**config.mk**
```make
export PLATFORM = sky130hd
export DESIGN_NAME = pwm_ramp_ctrl_flat
export DESIGN_NICKNAME = d
export VERILOG_FILES = /design/src/rtl/pwm_pkg.sv /design/src/rtl/pwm_ramp_ctrl_if.sv /design/src/rtl/pwm_period_counter.sv /design/src/rtl/pwm_ramp_ctrl.sv /design/src/flat_wrapper.sv
export SDC_FILE = /design/constraint.sdc
export NUM_CORES = 1
export LEC_CHECK = 0
export CORE_UTILIZATION = 55
export DETAILED_ROUTE_END_ITERATION = 16
export GPL_ROUTABILITY_DRIVEN = 0
export PLACE_DENSITY = 0.88
export SETUP_SLACK_MARGIN = 0.4
export SLEW_MARGIN = 15
export SYNTH_ARGS = -nofsm -noshare
export SYNTH_HDL_FRONTEND = slang
export SYNTH_SLANG_ARGS = --single-unit
```
**constraint.sdc**
```tcl
create_clock -name clk -period 7.8 [get_ports clk]
set_clock_uncertainty 0.15 [all_clocks]
set_input_delay 1.17 -clock clk [delete_from_list [all_inputs] [get_ports clk]]
set_output_delay 1.17 -clock clk [all_outputs]
set_load 0.02 [all_outputs]
```
**src/rtl/pwm_pkg.sv**
```systemverilog
// Shared definitions for the PWM ramp controller slice.
//   PWM_W          default width of counter, period, duty and step fields
//   DEFAULT_PERIOD terminal count used out of reset (512-cycle period)
//   pwm_state_e    controller state encoding
package pwm_pkg;

    localparam int PWM_W          = 10;
    localparam int DEFAULT_PERIOD = 511;

    typedef enum logic [1:0] {
        ST_IDLE = 2'd0,
        ST_RUN  = 2'd1,
        ST_RAMP = 2'd2
    } pwm_state_e;

endpackage

```
**src/rtl/pwm_ramp_ctrl_if.sv**
```systemverilog
// Configuration handshake bundle for pwm_ramp_ctrl.
//   cfg_valid   master -> slave  config word offered
//   cfg_ready   slave -> master  shadow register empty
//   cfg_period  master -> slave  terminal count (period = cfg_period + 1)
//   cfg_duty    master -> slave  target high cycles per period
//   cfg_step    master -> slave  duty change per period while ramping (0 = jump)
interface pwm_ramp_ctrl_if
    import pwm_pkg::*;
#(
    parameter int N = PWM_W
);

    logic         cfg_valid;
    logic         cfg_ready;
    logic [N-1:0] cfg_period;
    logic [N-1:0] cfg_duty;
    logic [N-1:0] cfg_step;

    modport master (
        output cfg_valid,
        output cfg_period,
        output cfg_duty,
        output cfg_step,
        input  cfg_ready
    );

    modport slave (
        input  cfg_valid,
        input  cfg_period,
        input  cfg_duty,
        input  cfg_step,
        output cfg_ready
    );

endinterface

```
**src/rtl/pwm_period_counter.sv**
```systemverilog
// Period counter with loadable terminal count.
//   clk, reset  clock and synchronous active-high reset
//   clear_i     force the count to 0 on the next edge (highest priority)
//   en_i        count enable
//   term_i      terminal count; the count wraps to 0 after reaching it
//   count_o     current count
//   wrap_o      high on the enabled cycle where count_o == term_i
module pwm_period_counter
    import pwm_pkg::*;
#(
    parameter int N = PWM_W
) (
    input  logic         clk,
    input  logic         reset,
    input  logic         clear_i,
    input  logic         en_i,
    input  logic [N-1:0] term_i,
    output logic [N-1:0] count_o,
    output logic         wrap_o
);

    logic [N-1:0] count_q;
    logic [N-1:0] count_d;
    logic         wrap;

    assign wrap = en_i & (count_q == term_i);

    always_comb begin
        count_d = count_q;
        if (clear_i) begin
            count_d = '0;
        end else if (en_i) begin
            count_d = wrap ? '0 : count_q + N'(1);
        end
    end

    always_ff @(posedge clk) begin
        if (reset) begin
            count_q <= '0;
        end else begin
            count_q <= count_d;
        end
    end

    assign count_o = count_q;
    assign wrap_o  = wrap;

endmodule

```
**src/rtl/pwm_ramp_ctrl.sv**
```systemverilog
// PWM generator with shadowed configuration and per-period duty ramping.
//   clk, reset   clock and synchronous active-high reset
//   enable       run request; low forces IDLE on the next edge
//   cfg          configuration handshake (slave side)
//   count_out    current position within the period
//   pwm_out      registered PWM output
//   period_done  one-cycle pulse on the last cycle of each period
//   busy         high while the duty is ramping toward its target
//
// state   | meaning
// --------+---------------------------------------------------------
// ST_IDLE | stopped; count and duty held at 0, shadow loads at once
// ST_RUN  | duty_cur equals duty_tgt, PWM running
// ST_RAMP | duty_cur stepping toward duty_tgt once per period
module pwm_ramp_ctrl
    import pwm_pkg::*;
#(
    parameter int N = PWM_W
) (
    input  logic                  clk,
    input  logic                  reset,
    input  logic                  enable,
    pwm_ramp_ctrl_if.slave        cfg,
    output logic [N-1:0]          count_out,
    output logic                  pwm_out,
    output logic                  period_done,
    output logic                  busy
);

    localparam logic [N-1:0] PERIOD_RST = N'(DEFAULT_PERIOD);

    pwm_state_e   state_q, state_d;
    logic [N-1:0] period_act_q, period_act_d;
    logic [N-1:0] duty_tgt_q, duty_tgt_d;
    logic [N-1:0] duty_cur_q, duty_cur_d;
    logic [N-1:0] step_act_q, step_act_d;
    logic [N-1:0] sh_period_q, sh_period_d;
    logic [N-1:0] sh_duty_q, sh_duty_d;
    logic [N-1:0] sh_step_q, sh_step_d;
    logic         pending_q, pending_d;
    logic         pwm_q, pwm_d;

    logic [N-1:0] count;
    logic         wrap;
    logic         running;
    logic         accept;
    logic         load;
    logic [N-1:0] diff;
    logic [N-1:0] ramp_val;

    assign running = (state_q != ST_IDLE);

    pwm_period_counter #(.N(N)) u_counter (
        .clk     (clk),
        .reset   (reset),
        .clear_i (~running | ~enable),
        .en_i    (running),
        .term_i  (period_act_q),
        .count_o (count),
        .wrap_o  (wrap)
    );

    always_comb begin
        state_d      = state_q;
        duty_cur_d   = duty_cur_q;
        sh_period_d  = sh_period_q;
        sh_duty_d    = sh_duty_q;
        sh_step_d    = sh_step_q;

        accept = cfg.cfg_valid & ~pending_q;
        // In IDLE the shadow lands on the cycle after acceptance; while
        // running it waits for a period boundary so a period never changes
        // shape halfway through.
        load   = pending_q & (running ? wrap : 1'b1);

        pending_d    = accept | (pending_q & ~load);
        period_act_d = load ? sh_period_q : period_act_q;
        duty_tgt_d   = load ? sh_duty_q   : duty_tgt_q;
        step_act_d   = load ? sh_step_q   : step_act_q;

        if (accept) begin
            sh_period_d = cfg.cfg_period;
            sh_duty_d   = cfg.cfg_duty;
            sh_step_d   = cfg.cfg_step;
        end

        // Ramp uses the values loaded at this same boundary; the final step
        // snaps to the target so duty_cur never overshoots or wraps.
        diff = (duty_tgt_d >= duty_cur_q) ? (duty_tgt_d - duty_cur_q)
                                          : (duty_cur_q - duty_tgt_d);
        if ((step_act_d == '0) || (diff <= step_act_d)) begin
            ramp_val = duty_tgt_d;
        end else if (duty_tgt_d > duty_cur_q) begin
            ramp_val = duty_cur_q + step_act_d;
        end else begin
            ramp_val = duty_cur_q - step_act_d;
        end

        case (state_q)
            ST_IDLE: begin
                duty_cur_d = '0;
                if (enable) begin
                    state_d = (duty_tgt_d != '0) ? ST_RAMP : ST_RUN;
                end
            end
            ST_RUN, ST_RAMP: begin
                if (wrap) begin
                    duty_cur_d = ramp_val;
                    state_d    = (ramp_val == duty_tgt_d) ? ST_RUN : ST_RAMP;
                end
            end
            default: begin
                state_d = ST_IDLE;
            end
        endcase

        if (!enable) begin
            state_d    = ST_IDLE;
            duty_cur_d = '0;
        end

        pwm_d = running & enable & (count < duty_cur_q);
    end

    always_ff @(posedge clk) begin
        if (reset) begin
            state_q      <= ST_IDLE;
            period_act_q <= PERIOD_RST;
            duty_tgt_q   <= '0;
            duty_cur_q   <= '0;
            step_act_q   <= '0;
            sh_period_q  <= '0;
            sh_duty_q    <= '0;
            sh_step_q    <= '0;
            pending_q    <= 1'b0;
            pwm_q        <= 1'b0;
        end else begin
            state_q      <= state_d;
            period_act_q <= period_act_d;
            duty_tgt_q   <= duty_tgt_d;
            duty_cur_q   <= duty_cur_d;
            step_act_q   <= step_act_d;
            sh_period_q  <= sh_period_d;
            sh_duty_q    <= sh_duty_d;
            sh_step_q    <= sh_step_d;
            pending_q    <= pending_d;
            pwm_q        <= pwm_d;
        end
    end

    assign cfg.cfg_ready = ~pending_q;
    assign count_out     = count;
    assign pwm_out       = pwm_q;
    assign period_done   = wrap;
    assign busy          = (state_q == ST_RAMP);

endmodule

```
**src/flat_wrapper.sv**
```systemverilog
// flat-port wrapper written by rule: the top's interface ports become plain ports
module pwm_ramp_ctrl_flat import pwm_pkg::*;
#(
    parameter int N = PWM_W
)
  (clk, reset, enable, count_out, pwm_out, period_done, busy, cfg_cfg_valid, cfg_cfg_period, cfg_cfg_duty, cfg_cfg_step, cfg_cfg_ready);
  pwm_ramp_ctrl_if #(.N(N)) cfg_i ();
  input  logic clk;
  input  logic reset;
  input  logic enable;
  output logic [N-1:0] count_out;
  output logic pwm_out;
  output logic period_done;
  output logic busy;
  input wire logic [$bits(cfg_i.cfg_valid)-1:0] cfg_cfg_valid;
  input wire logic [$bits(cfg_i.cfg_period)-1:0] cfg_cfg_period;
  input wire logic [$bits(cfg_i.cfg_duty)-1:0] cfg_cfg_duty;
  input wire logic [$bits(cfg_i.cfg_step)-1:0] cfg_cfg_step;
  output wire logic [$bits(cfg_i.cfg_ready)-1:0] cfg_cfg_ready;
  assign cfg_i.cfg_valid = cfg_cfg_valid;
  assign cfg_i.cfg_period = cfg_cfg_period;
  assign cfg_i.cfg_duty = cfg_cfg_duty;
  assign cfg_i.cfg_step = cfg_cfg_step;
  assign cfg_cfg_ready = cfg_i.cfg_ready;
  pwm_ramp_ctrl #(.N(N)) u_core (.clk(clk), .reset(reset), .enable(enable), .cfg(cfg_i), .count_out(count_out), .pwm_out(pwm_out), .period_done(period_done), .busy(busy));
endmodule
```
==> results of run 1 <==
==> metal layers <==
metal	GRT usage [%]	vias up	share of wire (%)
met3	6.07	65	8.0
met4	15.2	0	3.8
met5	0	-	0
li1	-	2363	-
met1	37.6	2311	41
met2	48.9	271	47
==> logic make-up (layout without fill, tap and decap cells) <==
family                     Yosys count  after routing  share of synthesized area (%)
AOI/OAI and AO/OA                  143            143                           17.7
xor gates and xnor gates            50             50                           8.35
adders and majority gates           55             55                           13.1
buffers and inverters               62            107                           4.57
DFF                                 84             84                           31.0
muxes                               35             35                           6.90
other                                0              1                              0
and+or+nand+nor                    226            226                           18.5
==> through the flow <==
stage	area [sq um]	hold WS (ns)
after global placement	5990	0.293
after CTS	6200	0.312
after floorplan	5420	0.282
after global routing	6230	0.327
final	6230	0.312
after detailed placement	5990	0.299
==> cell usage after synthesis (all sizes together), types with 5 or more instances <==
cell / instances
nand2: 106
dfxtp: 84
a21oi: 56
nor2: 54
ha: 51
inv: 39
xnor2: 36
mux2i: 29
clkbuf: 17
a21o: 16
o21ai: 16
xor2: 13
nor3: 12
a22oi: 10
nand3: 9
nand3b: 9
o211ai: 9
nand4: 8
nor4: 7
or3: 7
buf: 6
mux2: 6
o21a: 5
==> path summary, 6_finish.rpt <==
check / slack, ns / end / start / cells past startpoint
hold reg to reg: 0.31 / u_core.sh_period_q[7] / u_core.sh_period_q[7] / 2
hold / removal: 0.31 / u_core.sh_period_q[7] / u_core.sh_period_q[7] / 2
setup / recovery: 0.72 / u_core.state_q[0] / u_core.u_counter.count_o[4] / 23
setup reg to reg: 0.72 / u_core.state_q[0] / u_core.u_counter.count_o[4] / 23
==> power groups by stage <==
stage / logic (mW) / registers (mW) / clock network (mW)
global placement: 0.858 / 0.494 / 0
floorplan: 0.712 / 0.488 / 0
finish: 0.952 / 0.487 / 0.326
global route: 1.03 / 0.490 / 0.349
CTS: 0.914 / 0.485 / 0.329
detailed placement: 0.901 / 0.495 / 0
==> state kept, by name, indices dropped and copies added, names as in the netlist <==
signal                    flops
u_core.duty_cur_q            10
u_core.duty_tgt_q            10
u_core.pending_q              1
u_core.period_act_q          10
u_core.pwm_out                1
u_core.sh_duty_q             10
u_core.sh_period_q           10
u_core.sh_step_q             10
u_core.state_q                2
u_core.step_act_q            10
u_core.u_counter.count_o     10
==> area by class of cell <==
cell class / count / area (sq um) / area share [%]
inverters: 39 / 146 / 2.35
well taps: 129 / 161 / 2.59
repair buffers: 52 / 503 / 8.07
multi-input cells: 509 / 3530 / 56.6
flip-flops and latches: 84 / 1680 / 27.0
clock inverters: 7 / 82.6 / 1.33
diodes: 1 / 2.50 / 0.0402
clock buffers: 9 / 124 / 1.99
==> critical path, delay by kind of cell (launching register included) <==
family                     cells  cell delay, ns
xor gates and xnor gates       3            0.67
and+or+nand+nor                4            1.21
muxes                          2            0.53
buffers and inverters          1            0.29
adders and majority gates      2            0.89
DFF                            1            0.50
AOI/OAI and AO/OA             11            2.76
==> what timing repair did <==
item | 4_1_cts | 5_1_grt
endpoints found under the setup margin | 0 | 9
gates resized for setup | 0 | 6
buffers inserted | 0 | 0
==> metrics.yaml, run 1 <==
pwr:
  power_frac_comb_pct: 54.0
  power.total_mw: 1.76
  leakagePower_nw: 2.62
  ir_drop_v: 0.000166
  pwr-share-seq_pct: 27.6
  power_density_nw_per_um2: 283
  switching_share_pct: 42.4
  p_int_mw: 1.02
  power.switching_uw: 748
  p_clk_share_pct: 18.5
floorplan:
  core-area_sq_um: 9420
  die_h_um: 101
  ioPinCount: 48
  die-area_sq_um: 10300
  rows: 35
  fp.dieW_um: 101
  start_util_pct: 57.6
synth:
  yosys-top-cells-area: "dfxtp_1 (31%), ha_1 (12%), nand2_1 (7.3%)"
  synth-async-reset-ratio_pct: 0
  yosysTopAreaCellShare_pct: 31.0
  ys.flop_type: "dfxtp_1"
  ys_warn_count: 0
  syn_area_sq_um: 5420
  synth_edf_count: 0
  synth-seq-area-share_pct: 31.0
  ys_seq_elements: 84
  postSynthAreaPerCell_sq_um: 8.28
  synth_nets: 743
  yosys.cell_types.count: 63
  synthCells: 655
  yosys.area.top_type: "dfxtp_1"
cells_and_area:
  drive_gt1_share_pct: 6.71
  area_delta_synth_final_pct: 14.9
  nFillCells: 729
  final_common_cell: "nand2_1"
  most-common-layout-cells: "nand2_1 (106), dfxtp_1 (84), a21oi_1 (56)"
  postLayoutCoreUtil_pct: 66.2
  fin_cells: 830
  nets: 783
placement:
  portBuffers: 47
  post-dp-hpwl_um: 10800
  dp_slack_ns: 0.727
  placed_cells: 813
worst_setup_path:
  worst-path-max-fanout: 25
  crit_slowest_cell: "o41a_4"
  cp-start-kind: "flop"
  path_cells: "xnor2_1 > nand4_1 > o41a_4 > buf_4 > mux2_2 > ha_1 > nand4_1 > o32a_1 > o221ai_1 > a31oi_1 > nor2_2 > mux2i_1 > fa_1 > a21o_1 > a21oi_1 > o21ai_0 > a21o_1 > a21oi_1 > xor2_1 > xnor2_1 > o2111ai_1 > or4_1 > o22ai_2"
  crit_type: "flop to flop"
  cp.arrival_ns: 7.22
  end_kind: "flop"
  crit_required_ns: 7.93
  cpPeakStageDelay_ns: 0.60
timing:
  final.min_clock_period_ns: 7.08
  rsz0062_at_grt: "false"
  setup_slack_ns: 0.715
  fin_crit_sh_pct: 90.8
  slew_viol_final: 0
  setup_viol: 0
  maxSlewHeadroom_pct: 27.9
  tightest_slew_ns: 1.08
  timing.setup.tns_ns: 0
  final_hold_viol_count: 0
  fmax_mhz: 141
detailed_routing:
  via_count: 5010
  drt-wirelength-per-cell_um: 17.6
  antenna_left: 0
  drc: 0
  firstDrtPassIters: 8
  vias_per_cell: 6.04
  wl_um: 14600
  drt_iter0_drc: 471
grt:
  grt_pass1_vias: 4913
  grt_overflow: 0
  grt_usage_pct: 29.9
  antenna_found_initial: 1
  grt_max_degree: 64
  grt_pass1_wl_um: 23800
cts:
  cts_made_buffers: 9
  clock_sinks: 84
  ctsLongestPathBuffers: 2
  clkLatencyLatePin_ns: 0.36
  ctsHoldBuffers: 0
  cts_tree: "done"
  clkTransAtPathRegs_ns: 0.10
  cts-root-buf: "clkbuf_8"
  htreeDepth: 3
hold_path:
  holdCritPathClass: "flop to flop"
outcome:
  status: "finished, final reports clean"
flow_run:
  max_cap_violations: 0
No activity file was read; power rests on OpenSTA's default activity.
==> inputs of run 2 (changes only) <==
--- a/config.mk
+++ b/config.mk
@@ -5,7 +5,7 @@
 export SDC_FILE = /design/constraint.sdc
 export NUM_CORES = 1
 export LEC_CHECK = 0
-export CORE_UTILIZATION = 55
+export CORE_UTILIZATION = 53
 export DETAILED_ROUTE_END_ITERATION = 16
 export GPL_ROUTABILITY_DRIVEN = 0
 export PLACE_DENSITY = 0.88
==> constraint.sdc (replaced) <==
create_clock -name clk -period 5.8 [get_ports clk]
set_clock_uncertainty 0.15 [all_clocks]
set_input_delay 0.87 -clock clk [delete_from_list [all_inputs] [get_ports clk]]
set_output_delay 0.87 -clock clk [all_outputs]
set_load 0.02 [all_outputs]
==> metrics.yaml, run 2 (synthesis gave the netlist of run 1 again) <==
timing:
  fin_crit_sh_pct: 111  # was 90.8%
  fmax_mhz: 156  # was 141 MHz
  final.min_clock_period_ns: 6.43  # was 7.08 ns
  setup_viol: 12  # was 0
  setup_slack_ns: -0.626  # was 0.715 ns
  rsz0062_at_grt: "true"  # was false
  maxSlewHeadroom_pct: 28.0  # was 27.9%
  final_hold_viol_count: 0  # unchanged
  holdWs_ns: 0.311  # was 0.312 ns
  tightest_slew_ns: 1.07  # was 1.08 ns
  slew_viol_final: 0  # unchanged
  timing.setup.tns_ns: -5.74  # was 0 ns
cells_and_area:
  area_delta_synth_final_pct: 36.6  # was 14.9%
  drive_gt1_share_pct: 26.0  # was 6.71%
  most-common-layout-cells: "nand2_1 (105), dfxtp_1 (69), buf_4 (66)"  # was nand2_1 (106), dfxtp_1 (84), a21oi_1 (56)
  fin_cells: 903  # was 830
  diodes: 0  # was 1
  nFillCells: 539  # was 729
  nets: 853  # was 783
  final_common_cell: "nand2_1"  # unchanged
worst_setup_path:
  reg2reg_slack_ns: -0.63  # was 0.72 ns
  crit_slowest_cell: "o41a_4"  # unchanged
  end_kind: "flop"  # unchanged
  reg2regPathDepth: 26  # was 23
  cp-start-kind: "flop"  # unchanged
  crit_required_ns: 5.88  # was 7.93 ns
  cpPeakStageDelay_ns: 0.55  # was 0.60 ns
  worst-path-max-fanout: 8  # was 25
  crit_type: "flop to flop"  # unchanged
  r2r_end: "u_core.duty_cur_q[3]"  # was u_core.state_q[0]
  cp_common_cell: "nand4_1"
  r2r_start: "u_core.u_counter.count_o[0]"  # was u_core.u_counter.count_o[4]
  cp.arrival_ns: 6.51  # was 7.22 ns
cts:
  cts_tree: "done"  # unchanged
  cts-root-buf: "clkbuf_8"  # unchanged
  clkTransAtPathRegs_ns: 0.09  # was 0.10 ns
  clock_sinks: 84  # unchanged
  ctsLongestPathBuffers: 2  # unchanged
  cts_made_buffers: 9  # unchanged
  clkLatencyLatePin_ns: 0.38  # was 0.36 ns
  htreeDepth: 3  # unchanged
grt:
  grt_max_degree: 64  # unchanged
  grt_overflow: 0  # unchanged
  antenna_found_initial: 0  # was 1
  grt_usage_pct: 36.6  # was 29.9%
  grt_pass1_vias: 5583  # was 4913
  grt_pass1_wl_um: 28800  # was 23800 um
outcome:
  status: "finished, violations left"  # was finished, final reports clean
  violations: "negative setup slack"
hold_path:
  holdCritPathClass: "flop to flop"  # unchanged
  hold_depth: 2  # unchanged
  worstHoldEndpoint: "u_core.sh_period_q[4]"  # was u_core.sh_period_q[7]
  min-delay-start: "u_core.sh_period_q[4]"  # was u_core.sh_period_q[7]
detailed_routing:
  drc: 0  # unchanged
  wl_um: 21600  # was 14600 um
  drt_iter0_drc: 927  # was 471
  drt-wirelength-per-cell_um: 24.0  # was 17.6 um
  via_count: 6122  # was 5010
  vias_per_cell: 6.78  # was 6.04
  firstDrtPassIters: 9  # was 8
  antenna_left: 0  # unchanged
floorplan:
  fp.dieW_um: 103  # was 101 um
  ioPinCount: 48  # unchanged
  die-area_sq_um: 10600  # was 10300 sq um
  core-area_sq_um: 9860  # was 9420 sq um
  rows: 36  # was 35
  start_util_pct: 55.0  # was 57.6%
  die_h_um: 103  # was 101 um
pwr:
  leakagePower_nw: 3.08  # was 2.62 nW
  ir_drop_v: 0.000231  # was 0.000166 V
  power_density_nw_per_um2: 441  # was 283 nW/um^2
  power.total_mw: 3.27  # was 1.76 mW
placement:
  dp_slack_ns: -0.155  # was 0.727 ns
  portBuffers: 47  # unchanged
  post-dp-hpwl_um: 11800  # was 10800 um
  placed_cells: 845  # was 813
flow_run:
  max_cap_violations: 0  # unchanged
-- run 2: power by group --
part	switching, mW	internal [mW]
combinational	1.14	0.953
sequential	0.0470	0.615
clock	0.226	0.283
total	1.42	1.85
-- run 2: area by class of cell --
class / instances / area [sq um] / area share (%)
sequential: 84 / 1730 / 23.3
multi-input combinational: 509 / 4050 / 54.6
timing repair buffer: 122 / 1080 / 14.6
tap: 133 / 166 / 2.25
clock buffer: 12 / 166 / 2.25
clock inverter: 4 / 77.6 / 1.05
inverter: 39 / 146 / 1.98
-- run 2: metrics by stage --
step | util, % | area [sq um]
5_1_grt | 75.1 | 7410
4_1_cts | 72.4 | 7140
3_5_place_dp | 65.7 | 6480
2_1_floorplan | - | 5730
6_report | 75.1 | 7410
3_3_place_gp | 65.7 | 6480
-- run 2: how the worst max path moves through the flow --
stage,depth (start not counted),slack (ns),endpoint,from
2_1_floorplan,27,0.25,u_core.duty_cur_q[6],u_core.u_counter.count_o[7]
3_3_place_gp,25,0.0003,u_core.duty_cur_q[1],u_core.u_counter.count_o[7]
3_5_place_dp,25,-0.16,u_core.duty_cur_q[1],u_core.u_counter.count_o[7]
4_1_cts,24,0.24,u_core.state_q[0],u_core.period_act_q[2]
5_1_grt,26,-0.69,u_core.duty_cur_q[3],u_core.period_act_q[0]
6_report,26,-0.63,u_core.duty_cur_q[3],u_core.u_counter.count_o[0]
-- run 2: per-layer routing --
| metal | share of wire (%) | global-route usage (%) | up-vias | wire length [um] |
|---|---|---|---|---|
| li1 | - | - | 2502 | - |
| met3 | 13 | 8.68 | 227 | 2810 |
| met4 | 9.2 | 26.7 | 0 | 2000 |
| met1 | 34 | 43.6 | 2752 | 7290 |
| met2 | 44 | 57.6 | 641 | 9540 |
| met5 | 0 | 0 | - | 0 |
-- run 2: worst max-delay path, delay by kind of cell (launching register included) --
family	cells	cell delay (ns)
compound gates	8	2.02
buf+inv	4	0.59
fa+ha+maj	2	0.66
xor+xnor	2	0.62
simple gates	7	0.97
mux	3	0.88
flops	1	0.39
-- run 2: what timing repair did --
action | in CTS | in global routing
hold buffers | 0 | 0
cloned | 0 | 0
setup buffers | 28 | 14
setup endpoints to repair | 12 | 12
resized for setup | 44 | 31
pin swaps | 50 | 19
==> inputs of run 3 (changes only) <==
--- a/config.mk
+++ b/config.mk
@@ -10,7 +10,6 @@
 export GPL_ROUTABILITY_DRIVEN = 0
 export PLACE_DENSITY = 0.88
 export SETUP_SLACK_MARGIN = 0.4
-export SLEW_MARGIN = 15
 export SYNTH_ARGS = -nofsm -noshare
 export SYNTH_HDL_FRONTEND = slang
 export SYNTH_SLANG_ARGS = --single-unit
==> results of run 3 <==
The final DEF is identical to that of run 2; final timing and power are the same.
